File: src/rtl/jtdd_adpcm_arb_if.sv
// ---------------------------------------------------------------------------
// jtdd_adpcm_arb_if
// Bundle of every bus signal around the Double Dragon ADPCM ROM arbiter.
// One side holds the two ADPCM sample fetchers and the SDRAM ROM slot; the
// other side is the arbiter itself.
//
// Signals:
//   adpcm0_addr/adpcm1_addr  AW     channel byte address (fetcher -> arbiter)
//   adpcm0_cs/adpcm1_cs      1      channel read request, level
//   adpcm0_data/adpcm1_data  8      channel read data (arbiter -> fetcher)
//   adpcm0_ok/adpcm1_ok      1      data valid for the current address
//   rom_addr                 AW+1   {channel, address} to the SDRAM slot
//   rom_cs                   1      SDRAM read request
//   rom_data                 8      SDRAM read data
//   rom_ok                   1      SDRAM data valid
//
// Modports:
//   master  environment side (fetchers + SDRAM controller)
//   slave   arbiter side
// ---------------------------------------------------------------------------
interface jtdd_adpcm_arb_if #(
  parameter int AW = 16
);
  logic [AW-1:0] adpcm0_addr;
  logic          adpcm0_cs;
  logic [7:0]    adpcm0_data;
  logic          adpcm0_ok;

  logic [AW-1:0] adpcm1_addr;
  logic          adpcm1_cs;
  logic [7:0]    adpcm1_data;
  logic          adpcm1_ok;

  logic [AW:0]   rom_addr;
  logic          rom_cs;
  logic [7:0]    rom_data;
  logic          rom_ok;

  modport master (
    output adpcm0_addr, adpcm0_cs, adpcm1_addr, adpcm1_cs,
    input  adpcm0_data, adpcm0_ok, adpcm1_data, adpcm1_ok,
    input  rom_addr, rom_cs,
    output rom_data, rom_ok
  );

  modport slave (
    input  adpcm0_addr, adpcm0_cs, adpcm1_addr, adpcm1_cs,
    output adpcm0_data, adpcm0_ok, adpcm1_data, adpcm1_ok,
    output rom_addr, rom_cs,
    input  rom_data, rom_ok
  );
endinterface

File: src/rtl/jtdd_adpcm_arb.sv
// ---------------------------------------------------------------------------
// jtdd_adpcm_arb
// Shares one SDRAM ROM slot between the two ADPCM channels of the Double
// Dragon sound board. Each channel owns a one-entry read cache, so a repeated
// address is answered straight from the cache without touching the SDRAM.
// When both channels miss at the same time the channel that was not served
// last goes first.
//
// Ports:
//   clk  in  1   system clock (24 MHz)
//   rst  in  1   synchronous active-high reset
//   bus  jtdd_adpcm_arb_if.slave
//        adpcmN_addr/cs in, adpcmN_data/ok out,
//        rom_addr/rom_cs out, rom_data/rom_ok in
//
// Parameters:
//   AW   per-channel byte address width; rom_addr is AW+1 bits
// ---------------------------------------------------------------------------
module jtdd_adpcm_arb #(
  parameter int AW = 16
) (
  input  logic                  clk,
  input  logic                  rst,
  jtdd_adpcm_arb_if.slave       bus
);

  typedef enum logic [1:0] {
    IDLE  = 2'd0,
    GUARD = 2'd1,
    WAIT  = 2'd2
  } state_t;

  state_t        r_state;
  state_t        w_nextState;

  logic [AW-1:0] r_cAddr0;
  logic [AW-1:0] r_cAddr1;
  logic [7:0]    r_cData0;
  logic [7:0]    r_cData1;
  logic          r_cValid0;
  logic          r_cValid1;

  logic          r_sel;
  logic          r_last;
  logic [AW-1:0] r_reqAddr;
  logic [AW:0]   r_romAddr;
  logic          r_romCs;

  logic          w_hit0;
  logic          w_hit1;
  logic          w_pend0;
  logic          w_pend1;
  logic          w_issue;
  logic          w_fill;
  logic          w_pickSel;
  logic [AW-1:0] w_pickAddr;

  // Hits are purely combinational so an address change drops ok at once.
  assign w_hit0  = bus.adpcm0_cs & r_cValid0 & (bus.adpcm0_addr == r_cAddr0);
  assign w_hit1  = bus.adpcm1_cs & r_cValid1 & (bus.adpcm1_addr == r_cAddr1);
  assign w_pend0 = bus.adpcm0_cs & ~w_hit0;
  assign w_pend1 = bus.adpcm1_cs & ~w_hit1;

  assign bus.adpcm0_ok   = w_hit0;
  assign bus.adpcm1_ok   = w_hit1;
  assign bus.adpcm0_data = r_cData0;
  assign bus.adpcm1_data = r_cData1;
  assign bus.rom_addr    = r_romAddr;
  assign bus.rom_cs      = r_romCs;

  assign w_pickAddr = w_pickSel ? bus.adpcm1_addr : bus.adpcm0_addr;

  // State register.
  always_ff @(posedge clk) begin
    if (rst) begin
      r_state <= IDLE;
    end else begin
      r_state <= w_nextState;
    end
  end

  // Next state plus the issue/fill strobes. A tie goes to the channel that
  // was not served last. GUARD deliberately ignores rom_ok, since the SDRAM
  // ok can still be high from the previous address for one cycle.
  always_comb begin
    w_nextState = r_state;
    w_issue     = 1'b0;
    w_fill      = 1'b0;
    w_pickSel   = 1'b0;
    case (r_state)
      IDLE: begin
        if (w_pend0 | w_pend1) begin
          w_issue     = 1'b1;
          w_nextState = GUARD;
          if (w_pend0 & w_pend1) begin
            w_pickSel = ~r_last;
          end else begin
            w_pickSel = w_pend1;
          end
        end
      end
      GUARD: begin
        w_nextState = WAIT;
      end
      WAIT: begin
        if (bus.rom_ok) begin
          w_fill      = 1'b1;
          w_nextState = IDLE;
        end
      end
      default: begin
        w_nextState = IDLE;
      end
    endcase
  end

  // Request and cache registers. The fill always uses the address latched at
  // issue time, so a requester that moved on simply misses afterwards and
  // triggers a fresh fetch. rom_addr keeps its last value while idle.
  always_ff @(posedge clk) begin
    if (rst) begin
      r_sel     <= 1'b0;
      r_last    <= 1'b1;
      r_reqAddr <= '0;
      r_romAddr <= '0;
      r_romCs   <= 1'b0;
      r_cAddr0  <= '0;
      r_cAddr1  <= '0;
      r_cData0  <= 8'd0;
      r_cData1  <= 8'd0;
      r_cValid0 <= 1'b0;
      r_cValid1 <= 1'b0;
    end else begin
      if (w_issue) begin
        r_sel     <= w_pickSel;
        r_reqAddr <= w_pickAddr;
        r_romAddr <= {w_pickSel, w_pickAddr};
        r_romCs   <= 1'b1;
      end
      if (w_fill) begin
        r_romCs <= 1'b0;
        r_last  <= r_sel;
        if (r_sel) begin
          r_cAddr1  <= r_reqAddr;
          r_cData1  <= bus.rom_data;
          r_cValid1 <= 1'b1;
        end else begin
          r_cAddr0  <= r_reqAddr;
          r_cData0  <= bus.rom_data;
          r_cValid0 <= 1'b1;
        end
      end
    end
  end

endmodule

File: src/flat_wrapper.sv
// flat-port wrapper written by rule: the top's interface ports become plain ports
module jtdd_adpcm_arb_flat 
#(
  parameter int AW = 16
)
  (clk, rst, bus_adpcm0_addr, bus_adpcm0_cs, bus_adpcm1_addr, bus_adpcm1_cs, bus_adpcm0_data, bus_adpcm0_ok, bus_adpcm1_data, bus_adpcm1_ok, bus_rom_addr, bus_rom_cs, bus_rom_data, bus_rom_ok);
  jtdd_adpcm_arb_if #(.AW(AW)) bus_i ();
  input  logic clk;
  input  logic rst;
  input wire logic [$bits(bus_i.adpcm0_addr)-1:0] bus_adpcm0_addr;
  input wire logic [$bits(bus_i.adpcm0_cs)-1:0] bus_adpcm0_cs;
  input wire logic [$bits(bus_i.adpcm1_addr)-1:0] bus_adpcm1_addr;
  input wire logic [$bits(bus_i.adpcm1_cs)-1:0] bus_adpcm1_cs;
  output wire logic [$bits(bus_i.adpcm0_data)-1:0] bus_adpcm0_data;
  output wire logic [$bits(bus_i.adpcm0_ok)-1:0] bus_adpcm0_ok;
  output wire logic [$bits(bus_i.adpcm1_data)-1:0] bus_adpcm1_data;
  output wire logic [$bits(bus_i.adpcm1_ok)-1:0] bus_adpcm1_ok;
  output wire logic [$bits(bus_i.rom_addr)-1:0] bus_rom_addr;
  output wire logic [$bits(bus_i.rom_cs)-1:0] bus_rom_cs;
  input wire logic [$bits(bus_i.rom_data)-1:0] bus_rom_data;
  input wire logic [$bits(bus_i.rom_ok)-1:0] bus_rom_ok;
  assign bus_i.adpcm0_addr = bus_adpcm0_addr;
  assign bus_i.adpcm0_cs = bus_adpcm0_cs;
  assign bus_i.adpcm1_addr = bus_adpcm1_addr;
  assign bus_i.adpcm1_cs = bus_adpcm1_cs;
  assign bus_adpcm0_data = bus_i.adpcm0_data;
  assign bus_adpcm0_ok = bus_i.adpcm0_ok;
  assign bus_adpcm1_data = bus_i.adpcm1_data;
  assign bus_adpcm1_ok = bus_i.adpcm1_ok;
  assign bus_rom_addr = bus_i.rom_addr;
  assign bus_rom_cs = bus_i.rom_cs;
  assign bus_i.rom_data = bus_rom_data;
  assign bus_i.rom_ok = bus_rom_ok;
  jtdd_adpcm_arb #(.AW(AW)) u_core (.clk(clk), .rst(rst), .bus(bus_i));
endmodule
File: config.mk
export PLATFORM = sky130hd
export DESIGN_NAME = jtdd_adpcm_arb_flat
export DESIGN_NICKNAME = d
export VERILOG_FILES = /design/src/rtl/jtdd_adpcm_arb_if.sv /design/src/rtl/jtdd_adpcm_arb.sv /design/src/flat_wrapper.sv
export SDC_FILE = /design/constraint.sdc
export NUM_CORES = 1
export LEC_CHECK = 0
export CELL_PAD_IN_SITES_DETAIL_PLACEMENT = 0
export CELL_PAD_IN_SITES_GLOBAL_PLACEMENT = 1
export CORE_MARGIN = 2
export CORE_UTILIZATION = 35
export CTS_BUF_LIST = sky130_fd_sc_hd__clkbuf_16
export DETAILED_ROUTE_END_ITERATION = 8
export GPL_TIMING_DRIVEN = 1
export PLACE_DENSITY = 0.75
export SETUP_SLACK_MARGIN = 0.02
export SLEW_MARGIN = 30
export SYNTH_ARGS = -nofsm -noshare
export SYNTH_HDL_FRONTEND = slang
export SYNTH_SLANG_ARGS = --single-unit
File: constraint.sdc
create_clock -name clk -period 3.1 [get_ports clk]
set_input_delay 0.775 -clock clk [delete_from_list [all_inputs] [get_ports clk]]
set_output_delay 0.775 -clock clk [all_outputs]
set_load 0.05 [all_outputs]
==> results by group, run 1 <==
Worst setup path
  • Critical path depth: 6
  • Worst Reg-to-Reg Cells: 8
  • Startpoint Class: primary input
  • Worst R2R Setup Slack: 0.76 ns
  • Critical path, cell by cell: clkdlybuf4s50_1, xnor2_1, nand4_1, nor4_2, and2_4, buf_12
  • CP top delay family: simple AND/OR/NAND/NOR gates
  • Critical path startpoint: bus_adpcm1_addr[14]
  • Crit. End Element: output pin
  • R2R Path Start: u_core.r_cAddr0[3]$_SDFFE_PP0P_
  • Crit path to: bus_adpcm1_ok
  • Slowest-stage cell, CP: clkdlybuf4s50_1
  • Crit path DAT: 2.25 ns
  • Worst EP required: 2.32 ns
  • Largest stage delay, worst path: 0.52 ns
  • Critical path peak fanout: 2
  • Crit Path Class: in2out
  • Reg2reg end: u_core.bus.rom_addr[3]$_SDFFE_PP0P_
  • Crit path buf inv count: 2

GRT
  • First-pass GRT wire length: 15,690 um
  • Initial antenna violation count: 0
  • Largest net degree at the start of global routing: 35
  • GRT overflow: 0
  • Vias in the first global route: 2,998
  • GRT Util Overall: 20.55%

Place
  • PortBufs: 80
  • DPL Wire Length: 6933 um
  • Final Wtd Congestion: 0.8529

Clock network
  • Clk slew on worst S/H paths: 0.06 ns
  • TritonCTS clock tree: yes
  • Clock Sinks: 71
  • Clk buf depth: 2
  • Num CTS Buffers: 9
  • Clock tree root buffer cell: clkbuf_16
  • H-tree depth reported by CTS: 3
  • Worst-Skew Late Latency: 0.33 ns

Hold path
  • Hold WC Path Type: reg2reg

Floorplanning
  • # IOs: 81
  • # rows: 34
  • Die width: 97.84 um
  • Die Span Y: 97.84 um
  • Initial core utilization: 35.69%
  • Die ar.: 9572 um^2
  • Core Region: 8636 um^2

Synth
  • Yosys top cell by area: dfxtp_1
  • Synth top area share: 46.12%
  • Area contributors post-synth: dfxtp_1 46%, nand2_1 12%, a21oi_1 8.4%
  • Most frequent cells after synthesis: 100 x nand2_1, 71 x dfxtp_1, 52 x a21oi_1
  • Count leader, synth: nand2_1
  • Post-synth cell types: 28
  • Register area share after synthesis: 46.12%
  • Post-Syn Instances: 384
  • Avg Cell Area, Syn: 8.025 um^2
  • Seq cells post-synth: 71
  • Synth Flop Type: dfxtp_1
  • Async SR Flop Fraction: 0%
  • Syn. warnings: 0
  • Number of flops mapped to enable cells by yosys: 0
  • Syn Nets: 429
  • Synthesized area: 3082 um^2

Layout
  • Register area: 1421 um^2
  • Nets: 515
  • Multi-input gate area: 1575 um^2
  • Filler cell count: 840
  • N_diodes: 0
  • Syn-to-layout area delta: 45.15%
  • Share of post-route cells with drive strength above 1: 10.74%

Timing
  • Final Hold Viols: 0
  • Final min period: 3.027 ns
  • Worst-Margin Slew: 0.5569 ns
  • Setup tns final: 0 ns
  • Worst rel slew slack: 62.88%
  • Unrepaired setup endpoints after global routing: false
  • Peak Freq: 0.3303 GHz
  • Period utilisation layout: 97.66%
  • Final clock skew: 0.009742 ns
  • Max-slew violations: 0
  • Final number of setup-violating endpoints: 0

Route
  • DRT antenna net count: 0
  • Vias per cell: 5.170
  • Pre-antenna DRT Iters: 4
  • Via count: 3,014
  • DRT Wirelength: 9694 um
  • DR iter-0 viols: 148
  • WL/cell: 16.63 um
  • DRC viols: 0

Power
  • Peak supply drop: 384.4 uV
  • Total power: 2.544 mW
  • PD cells: 568.7 nW/um^2
  • LEAKAGE: 1.566 nW

Run
  • Max-Cap Viols: 0

Status
  • Outcome: finished, final reports clean
==> final cells by class <==
cell class	instances	share of cell area [%]
multi-input combinational	284	35.22
sequential	71	31.78
timing repair buffer	104	23.13
clock buffer	9	5.035
tap	108	3.021
clock inverter	7	1.818
==> metal layers <==
metal | global-route usage [%] | wire [um]
met5 | 0 | 0
met4 | 7.265 | 269
met3 | 7.158 | 584
met2 | 33.30 | 4634
met1 | 25.42 | 4206
==> placed cells by master, fill, tap and decap left out, types with 2 or more instances in the layout <==
master / Yosys / final
a21oi_1: 52 / 51
a311oi_1: 16 / 16
buf_12: 0 / 5
buf_4: 1 / 21
bufinv_16: 0 / 2
clkbuf_16: 0 / 9
clkdlybuf4s50_1: 0 / 63
clkinv_2: 0 / 2
dfxtp_1: 71 / 71
dlygate4sd2_1: 0 / 9
dlymetal6s2s_1: 0 / 5
inv_1: 0 / 3
nand2_1: 100 / 100
nand3_1: 20 / 20
nand4_1: 6 / 6
nor2_1: 9 / 8
nor3_1: 19 / 19
o211a_1: 2 / 2
o21ai_0: 16 / 16
xnor2_1: 29 / 26
xnor2_2: 0 / 3
xor2_1: 3 / 3
==> worst min-delay path: stages, from the launching register on <==
cell,delay [ns]
dfxtp_1,0.30
nand2_1,0.05
a21oi_1,0.05
==> per-stage QoR <==
step / hold WS (ns) / area [um^2] / utilization, % / instances / setup WS, ns
finish: 0.4538 / 4473 / 51.80 / 583 / 0.07269
global route: 0.4748 / 4473 / 51.80 / 583 / 0.03258
CTS: 0.4536 / 4436 / 51.36 / 583 / 0.02310
detailed placement: 0.4457 / 4115 / 47.65 / 566 / -0.1827
global placement: 0.4430 / 4115 / 47.65 / 566 / -0.1832
floorplan: 0.4399 / 3082 / - / 384 / 0.02862
==> report_power, final <==
group / leakage [nW] / internal [mW] / switching [mW]
logic: 0.826 / 0.187 / 0.278
clock network: 0.163 / 0.693 / 0.382
registers: 0.577 / 0.954 / 0.0504
==> state kept, by name (all words and copies together), names as in the netlist <==
register,flops
u_core.bus.rom_cs,1
u_core.bus.adpcm1_data,8
u_core.r_state,2
u_core.r_cValid0,1
u_core.bus.adpcm0_data,8
u_core.bus.rom_addr,17
u_core.r_cAddr1,16
u_core.r_last,1
u_core.r_cValid1,1
u_core.r_cAddr0,16
==> worst min-delay path by stage <==
| stage | startpoint | to | cells past startpoint |
|---|---|---|---|
| 2_1_floorplan | u_core.r_cValid0$_SDFFE_PP0P_ | u_core.r_cValid0$_SDFFE_PP0P_ | 2 |
| 3_3_place_gp | u_core.bus.adpcm1_data[6]$_SDFFE_PP0P_ | u_core.bus.adpcm1_data[6]$_SDFFE_PP0P_ | 2 |
| 3_5_place_dp | u_core.bus.adpcm1_data[6]$_SDFFE_PP0P_ | u_core.bus.adpcm1_data[6]$_SDFFE_PP0P_ | 2 |
| 4_1_cts | u_core.bus.adpcm1_data[6]$_SDFFE_PP0P_ | u_core.bus.adpcm1_data[6]$_SDFFE_PP0P_ | 2 |
| 5_1_grt | u_core.bus.adpcm0_data[0]$_SDFFE_PP0P_ | u_core.bus.adpcm0_data[0]$_SDFFE_PP0P_ | 2 |
| 6_report | u_core.bus.adpcm1_data[5]$_SDFFE_PP0P_ | u_core.bus.adpcm1_data[5]$_SDFFE_PP0P_ | 2 |
==> logic make-up (layout without fill, tap and decap cells) <==
logic type      count (synthesis)  after routing  share of synthesized area (%)
xor+xnor                       32             32                          9.095
compound gates                 89             89                          17.58
simple gates                  162            162                          22.62
flops                          71             71                          46.12
buf+inv                        29            120                          4.263
mux                             1              1                         0.3248
==> repair_timing <==
item | in CTS | in global routing
pin swaps | 4 | 4
hold buffers | 0 | 0
setup buffers | 1 | 0
resized for setup | 13 | 9
endpoints found under the setup margin | 2 | 2
(Power assumes the default switching activity.)
==> run 2: changes to the inputs <==
Settings changed: REMOVE_ABC_BUFFERS set to 1.
==> results by group, run 2 (synthesized netlist as in run 1, its figures left out) <==
Worst setup path
  • Crit Path Class: in2out
  • Worst R2R Setup Slack: 0.84 ns (+0.08 ns)
  • Startpoint Class: primary input
  • Reg2reg end: u_core.bus.rom_addr[5]$_SDFFE_PP0P_
  • R2R Path Start: u_core.r_cAddr0[11]$_SDFFE_PP0P_
  • Critical path peak fanout: 2 (unchanged)
  • Worst EP required: 2.32 ns (about the same)
  • Worst Reg-to-Reg Cells: 8 (unchanged)
  • Crit. End Element: output pin
  • Crit path DAT: 2.24 ns (about the same)

GRT
  • Initial antenna violation count: 0 (unchanged)
  • Largest net degree at the start of global routing: 31 (-11%)
  • Vias in the first global route: 2,813 (-6.2%)
  • GRT Util Overall: 19.15% (-1.4 points)
  • GRT overflow: 0 (unchanged)
  • First-pass GRT wire length: 14,650 um (-6.6%)

Layout
  • Max reg flops: 17 (unchanged)
  • Filler cell count: 879 (+4.6%)
  • Commonest non-fill, non-tap cell in the layout: nand2_1
  • Syn-to-layout area delta: 43.04%
  • Multi-input gate area: 1563 um^2 (-0.79%)
  • Share of post-route cells with drive strength above 1: 10.13% (-0.61 points)
  • N_diodes: 0 (unchanged)
  • Nets: 514 (-0.19%)
  • Final Non-Filler Cells: 582 (-0.17%)
  • Register area: 1421 um^2 (unchanged)
  • Commonest cells after routing, fill and taps aside: 100 x nand2_1, 71 x dfxtp_1, 57 x clkdlybuf4s50_1, 51 x a21oi_1, 28 x xnor2_1

Timing
  • Final clock skew: 0.005927 ns (-0.003815 ns)
  • Final min period: 3.012 ns (-0.01581 ns)
  • Unrepaired setup endpoints after global routing: true
  • Final worst slack: 0.08849 ns (+0.01581 ns)
  • Period utilisation layout: 97.15% (-0.51 points)
  • Final number of setup-violating endpoints: 0 (unchanged)
  • Worst rel slew slack: 60.25% (-2.6 points)
  • Worst-Margin Slew: 0.5962 ns (+0.03936 ns)
  • Setup tns final: 0 ns (unchanged)
  • Max-slew violations: 0 (unchanged)
  • Final Hold Viols: 0 (unchanged)
  • Peak Freq: 0.3321 GHz (+0.52%)

Route
  • DR iter-0 viols: 143 (-3.4%)
  • Pre-antenna DRT Iters: 4 (unchanged)
  • Vias per cell: 5.057 (-2.2%)
  • DRT antenna net count: 0 (unchanged)
  • Via count: 2,943 (-2.4%)
  • DRC viols: 0 (unchanged)
  • WL/cell: 15.61 um (-6.1%)
  • DRT Wirelength: 9083 um (-6.3%)

Hold path
  • Worst Hold Depth: 2 (unchanged)
  • Hold EP: u_core.bus.adpcm0_data[3]$_SDFFE_PP0P_
  • Hold WC Path Type: reg2reg
  • Hold Crit Start: u_core.bus.adpcm0_data[3]$_SDFFE_PP0P_

Place
  • PortBufs: 80 (unchanged)
  • DPL Wire Length: 6428 um (-7.3%)
  • Placed Instances: 565 (-0.18%)
  • Pre-CTS setup slack: -0.1855 ns (-0.002819 ns)
  • Final Wtd Congestion: 0.7529 (-12%)

Power
  • Peak supply drop: 294.2 uV (-23%)
  • Part of the power in registers: 42.4% (+2.9 points)
  • Comb power frac: 19.7% (+1.4 points)
  • LEAKAGE: 1.551 nW (-0.93%)
  • Psw: 683.1 uW (-3.8%)
  • Switching share of power: 29.09% (+1.2 points)
  • PD cells: 532.8 nW/um^2 (-6.3%)
  • Clk network pwr share: 37.9% (-4.3 points)
  • Int Pwr: 1.665 mW (-9.2%)

Clock network
  • H-tree depth reported by CTS: 3 (unchanged)
  • Worst-Skew Late Latency: 0.33 ns (about the same)
  • Clk buf depth: 2 (unchanged)
  • Clock Sinks: 71 (unchanged)
  • TritonCTS clock tree: yes
  • Clk slew on worst S/H paths: 0.05 ns (about the same)
  • Num CTS Buffers: 9 (unchanged)
  • Hold Buf Count CTS: 0 (unchanged)
  • Clock tree root buffer cell: clkbuf_16

Floorplanning
  • # IOs: 81 (unchanged)
  • Die Span Y: 97.84 um (unchanged)
  • Die ar.: 9572 um^2 (unchanged)
  • Initial core utilization: 35.69% (unchanged)
  • Die width: 97.84 um (unchanged)
  • # rows: 34 (unchanged)
  • Core Region: 8636 um^2 (unchanged)

Status
  • Outcome: finished, final reports clean

Run
  • Max-Cap Viols: 0 (unchanged)
-- run 2: worst max-delay path by stage --
stage	start	endpoint	slack, ns	cells after the start
floorplan	bus_adpcm0_addr[11]	bus_adpcm0_ok	0.01	4
global placement	bus_adpcm0_addr[1]	bus_adpcm0_ok	-0.17	6
detailed placement	bus_adpcm0_addr[2]	bus_adpcm0_ok	-0.19	6
CTS	bus_adpcm0_addr[2]	bus_adpcm0_ok	0.004	6
global route	bus_adpcm1_addr[0]	bus_adpcm1_ok	-0.06	7
finish	bus_adpcm1_addr[12]	bus_adpcm1_ok	0.09	7
-- run 2: critical path: stages --
cell and delay (ns):
clkdlybuf4s50_1 0.51, xnor2_1 0.12, nand4_1 0.17, nor4_2 0.23, buf_4 0.15, and2_4 0.15, buf_12 0.13
-- run 2: per-stage QoR --
| stage | total power, mW | hold WS [ns] | util (%) | instance area, um^2 |
|---|---|---|---|---|
| after floorplan | 1.247 | 0.4399 | - | 2950 |
| after global placement | 1.479 | 0.4416 | 47.59 | 4110 |
| after detailed placement | 1.484 | 0.4456 | 47.59 | 4110 |
| after CTS | 2.370 | 0.4531 | 50.65 | 4374 |
| after global routing | 2.442 | 0.4785 | 51.04 | 4408 |
| final | 2.348 | 0.4524 | 51.04 | 4408 |
-- run 2: cell type report --
type,instances,area share (%)
repair buffers,103,23.39
well taps,108,3.066
multi-input cells,284,35.45
flip-flops and latches,71,32.25
clock inverters,7,0.7380
clock buffers,9,5.109
-- run 2: metal layers --
layer  vias up  wire length [um]  track usage (%)
met5         -                 0                0
met4         0               129            7.585
met3        11               396            3.436
met2        69              4086            29.72
met1      1374              4470            26.47
li1       1489                 -                -
-- run 2: repair_timing --
action | CTS | global route
setup buffers | 0 | 1
resized for setup | 17 | 9
endpoints found under the setup margin | 2 | 2
pin swaps | 3 | 6
-- run 2: power by group through the flow --
stage,sequential [mW],combinational [mW],clock (mW)
final,0.995,0.463,0.890
after global placement,1.01,0.466,0
after detailed placement,1.01,0.470,0
after floorplan,1.12,0.131,0
after global routing,1.00,0.494,0.948
after CTS,0.995,0.467,0.908
==> run 3: changes to the inputs <==
Settings changed: CORE_ASPECT_RATIO set to 1.2, CORE_UTILIZATION 35 to 38, PLACE_DENSITY 0.75 to 0.81.
Clock period 3.1 ns to 3.7 ns, I/O delays scaled along.
==> results by group, run 3 (synthesized netlist as in run 1, its figures left out) <==
Clock network
  • H-tree depth reported by CTS: 3 (unchanged)
  • Clk slew on worst S/H paths: 0.05 ns (about the same)
  • Clk buf depth: 2 (unchanged)
  • Worst-Skew Late Latency: 0.33 ns (about the same)
  • Clock tree root buffer cell: clkbuf_16
  • Hold Buf Count CTS: 0 (unchanged)
  • TritonCTS clock tree: yes
  • Clock Sinks: 71 (unchanged)
  • Num CTS Buffers: 9 (unchanged)

GRT
  • Initial antenna violation count: 0 (unchanged)
  • Largest net degree at the start of global routing: 38 (+23%)
  • Vias in the first global route: 2,885 (+2.6%)
  • GRT overflow: 0 (unchanged)
  • First-pass GRT wire length: 14,540 um (-0.75%)
  • GRT Util Overall: 21.44% (+2.3 points)

Layout
  • N_diodes: 0 (unchanged)
  • Nets: 505 (-1.8%)
  • Syn-to-layout area delta: 39.18%
  • Utilization after layout: 53.50% (+2.5 points)
  • Share of post-route cells with drive strength above 1: 7.127% (-3.0 points)
  • Max reg flops: 17 (unchanged)
  • Post-route cell area: 4289 um^2 (-2.7%)
  • Filler cell count: 786 (-11%)
  • Commonest cells after routing, fill and taps aside: 100 x nand2_1, 77 x clkdlybuf4s50_1, 71 x dfxtp_1, 51 x a21oi_1, 29 x xnor2_1
  • Final Non-Filler Cells: 558 (-4.1%)
  • Commonest non-fill, non-tap cell in the layout: nand2_1

Timing
  • Worst rel slew slack: 38.81% (-21 points)
  • Unrepaired setup endpoints after global routing: false
  • Final clock skew: 0.006715 ns (+0.0007883 ns)
  • Final Hold Viols: 0 (unchanged)
  • Final worst slack: 0.1733 ns (+0.08479 ns)
  • Period utilisation layout: 95.32%
  • Final number of setup-violating endpoints: 0 (unchanged)
  • Max-slew violations: 0 (unchanged)
  • Setup tns final: 0 ns (unchanged)
  • Fin Hold WS: 0.4528 ns (+0.0003780 ns)
  • Worst-Margin Slew: 0.9158 ns (+0.3196 ns)
  • Final min period: 3.527 ns
  • Peak Freq: 0.2836 GHz

Power
  • Peak supply drop: 365.3 uV (+24%)
  • LEAKAGE: 1.414 nW (-8.9%)
  • PD cells: 469.6 nW/um^2 (-12%)
  • Total power: 2.014 mW (-14%)

Worst setup path
  • Crit. End Element: output pin
  • Worst EP required: 2.77 ns (+0.45 ns)
  • Largest stage delay, worst path: 0.56 ns (+0.05 ns)
  • Critical path, cell by cell: clkdlybuf4s50_1, xnor2_1, nand4_1, or4_1, nor2_2, buf_12
  • Critical path peak fanout: 2 (unchanged)
  • Crit Path Class: in2out
  • Slowest-stage cell, CP: or4_1
  • Crit path DAT: 2.60 ns (+0.36 ns)
  • Critical path startpoint: bus_adpcm0_addr[1]
  • Startpoint Class: primary input
  • R2R Path Start: u_core.r_cAddr0[7]$_SDFFE_PP0P_

Place
  • Pre-CTS setup slack: 0.1205 ns (+0.3060 ns)
  • PortBufs: 80 (unchanged)
  • Placed Instances: 544 (-3.7%)
  • Area after DPL: 4016 um^2 (-2.3%)
  • Final Wtd Congestion: 0.7529 (unchanged)
  • DPL Wire Length: 5842 um (-9.1%)

Route
  • DRT antenna net count: 0 (unchanged)
  • Pre-antenna DRT Iters: 4 (unchanged)
  • DRT Wirelength: 9008 um (-0.83%)
  • DR iter-0 viols: 164 (+15%)
  • WL/cell: 16.14 um (+3.4%)
  • Vias per cell: 5.292 (+4.7%)
  • Via count: 2,953 (+0.34%)
  • DRC viols: 0 (unchanged)

Floorplanning
  • Core Region: 8018 um^2 (-7.2%)
  • Initial core utilization: 38.44% (+2.8 points)
  • Die width: 86.21 um (-12%)
  • Die Span Y: 102.7 um (+4.9%)
  • # rows: 36 (+5.9%)
  • Die ar.: 8849 um^2 (-7.6%)
  • # IOs: 81 (unchanged)

Hold path
  • Hold WC Path Type: reg2reg
  • Hold Crit Start: u_core.bus.adpcm0_data[2]$_SDFFE_PP0P_

Status
  • Outcome: finished, final reports clean

Run
  • Max-Cap Viols: 0 (unchanged)
==> run 3: cell count changes in the layout (fill, tap and decap cells not counted), sizes merged <==
| cell | before | now |
|---|---|---|
| bufinv | 0 | 1 |
| dlygate4sd2 | 12 | 0 |
| inv | 2 | 3 |
| clkinv | 4 | 1 |
| dlymetal6s2s | 8 | 0 |
| buf | 26 | 17 |
| clkinvlp | 1 | 0 |
| clkdlybuf4s50 | 57 | 77 |
==> run 3: repair_timing <==
item                       CTS  global route
buffers inserted             0             0
resized for setup            0             1
setup endpoints to repair    0             1
==> run 3: final timing paths <==
kind / cells after the start / slack [ns] / end
setup reg to reg: 7 / 1.24 / u_core.bus.rom_addr[8]$_SDFFE_PP0P_
hold reg to reg: 2 / 0.45 / u_core.bus.adpcm0_data[2]$_SDFFE_PP0P_
hold / removal: 2 / 0.45 / u_core.bus.adpcm0_data[2]$_SDFFE_PP0P_
setup / recovery: 6 / 0.17 / bus_adpcm0_ok
==> run 3: critical path, delay by kind of cell <==
family	cells	cell delay, ns
buf+inv	2	0.64
xor+xnor	1	0.13
simple gates	3	0.90
==> run 3: layout make-up <==
cell class / instances / area, um^2 / area share (%)
clock buffer: 9 / 225.2 / 5.251
clock inverter: 5 / 45.04 / 1.050
multi-input combinational: 284 / 1545 / 36.03
sequential: 71 / 1421 / 33.14
tap: 95 / 118.9 / 2.771
timing repair buffer: 94 / 933.4 / 21.76
==> run 3: report_power, final <==
| part | internal (mW) | switching [mW] |
|---|---|---|
| Sequential | 0.800 | 0.0325 |
| Clock | 0.504 | 0.296 |
| Combinational | 0.151 | 0.231 |
| Total | 1.45 | 0.560 |
==> run 3: layer usage <==
layer	global-route usage [%]	part of all wire (%)	vias up
met5	0	0	-
met4	7.813	1.2	0
met3	6.485	7.7	10
met2	34.23	47	98
met1	27.53	44	1377
li1	-	-	1468
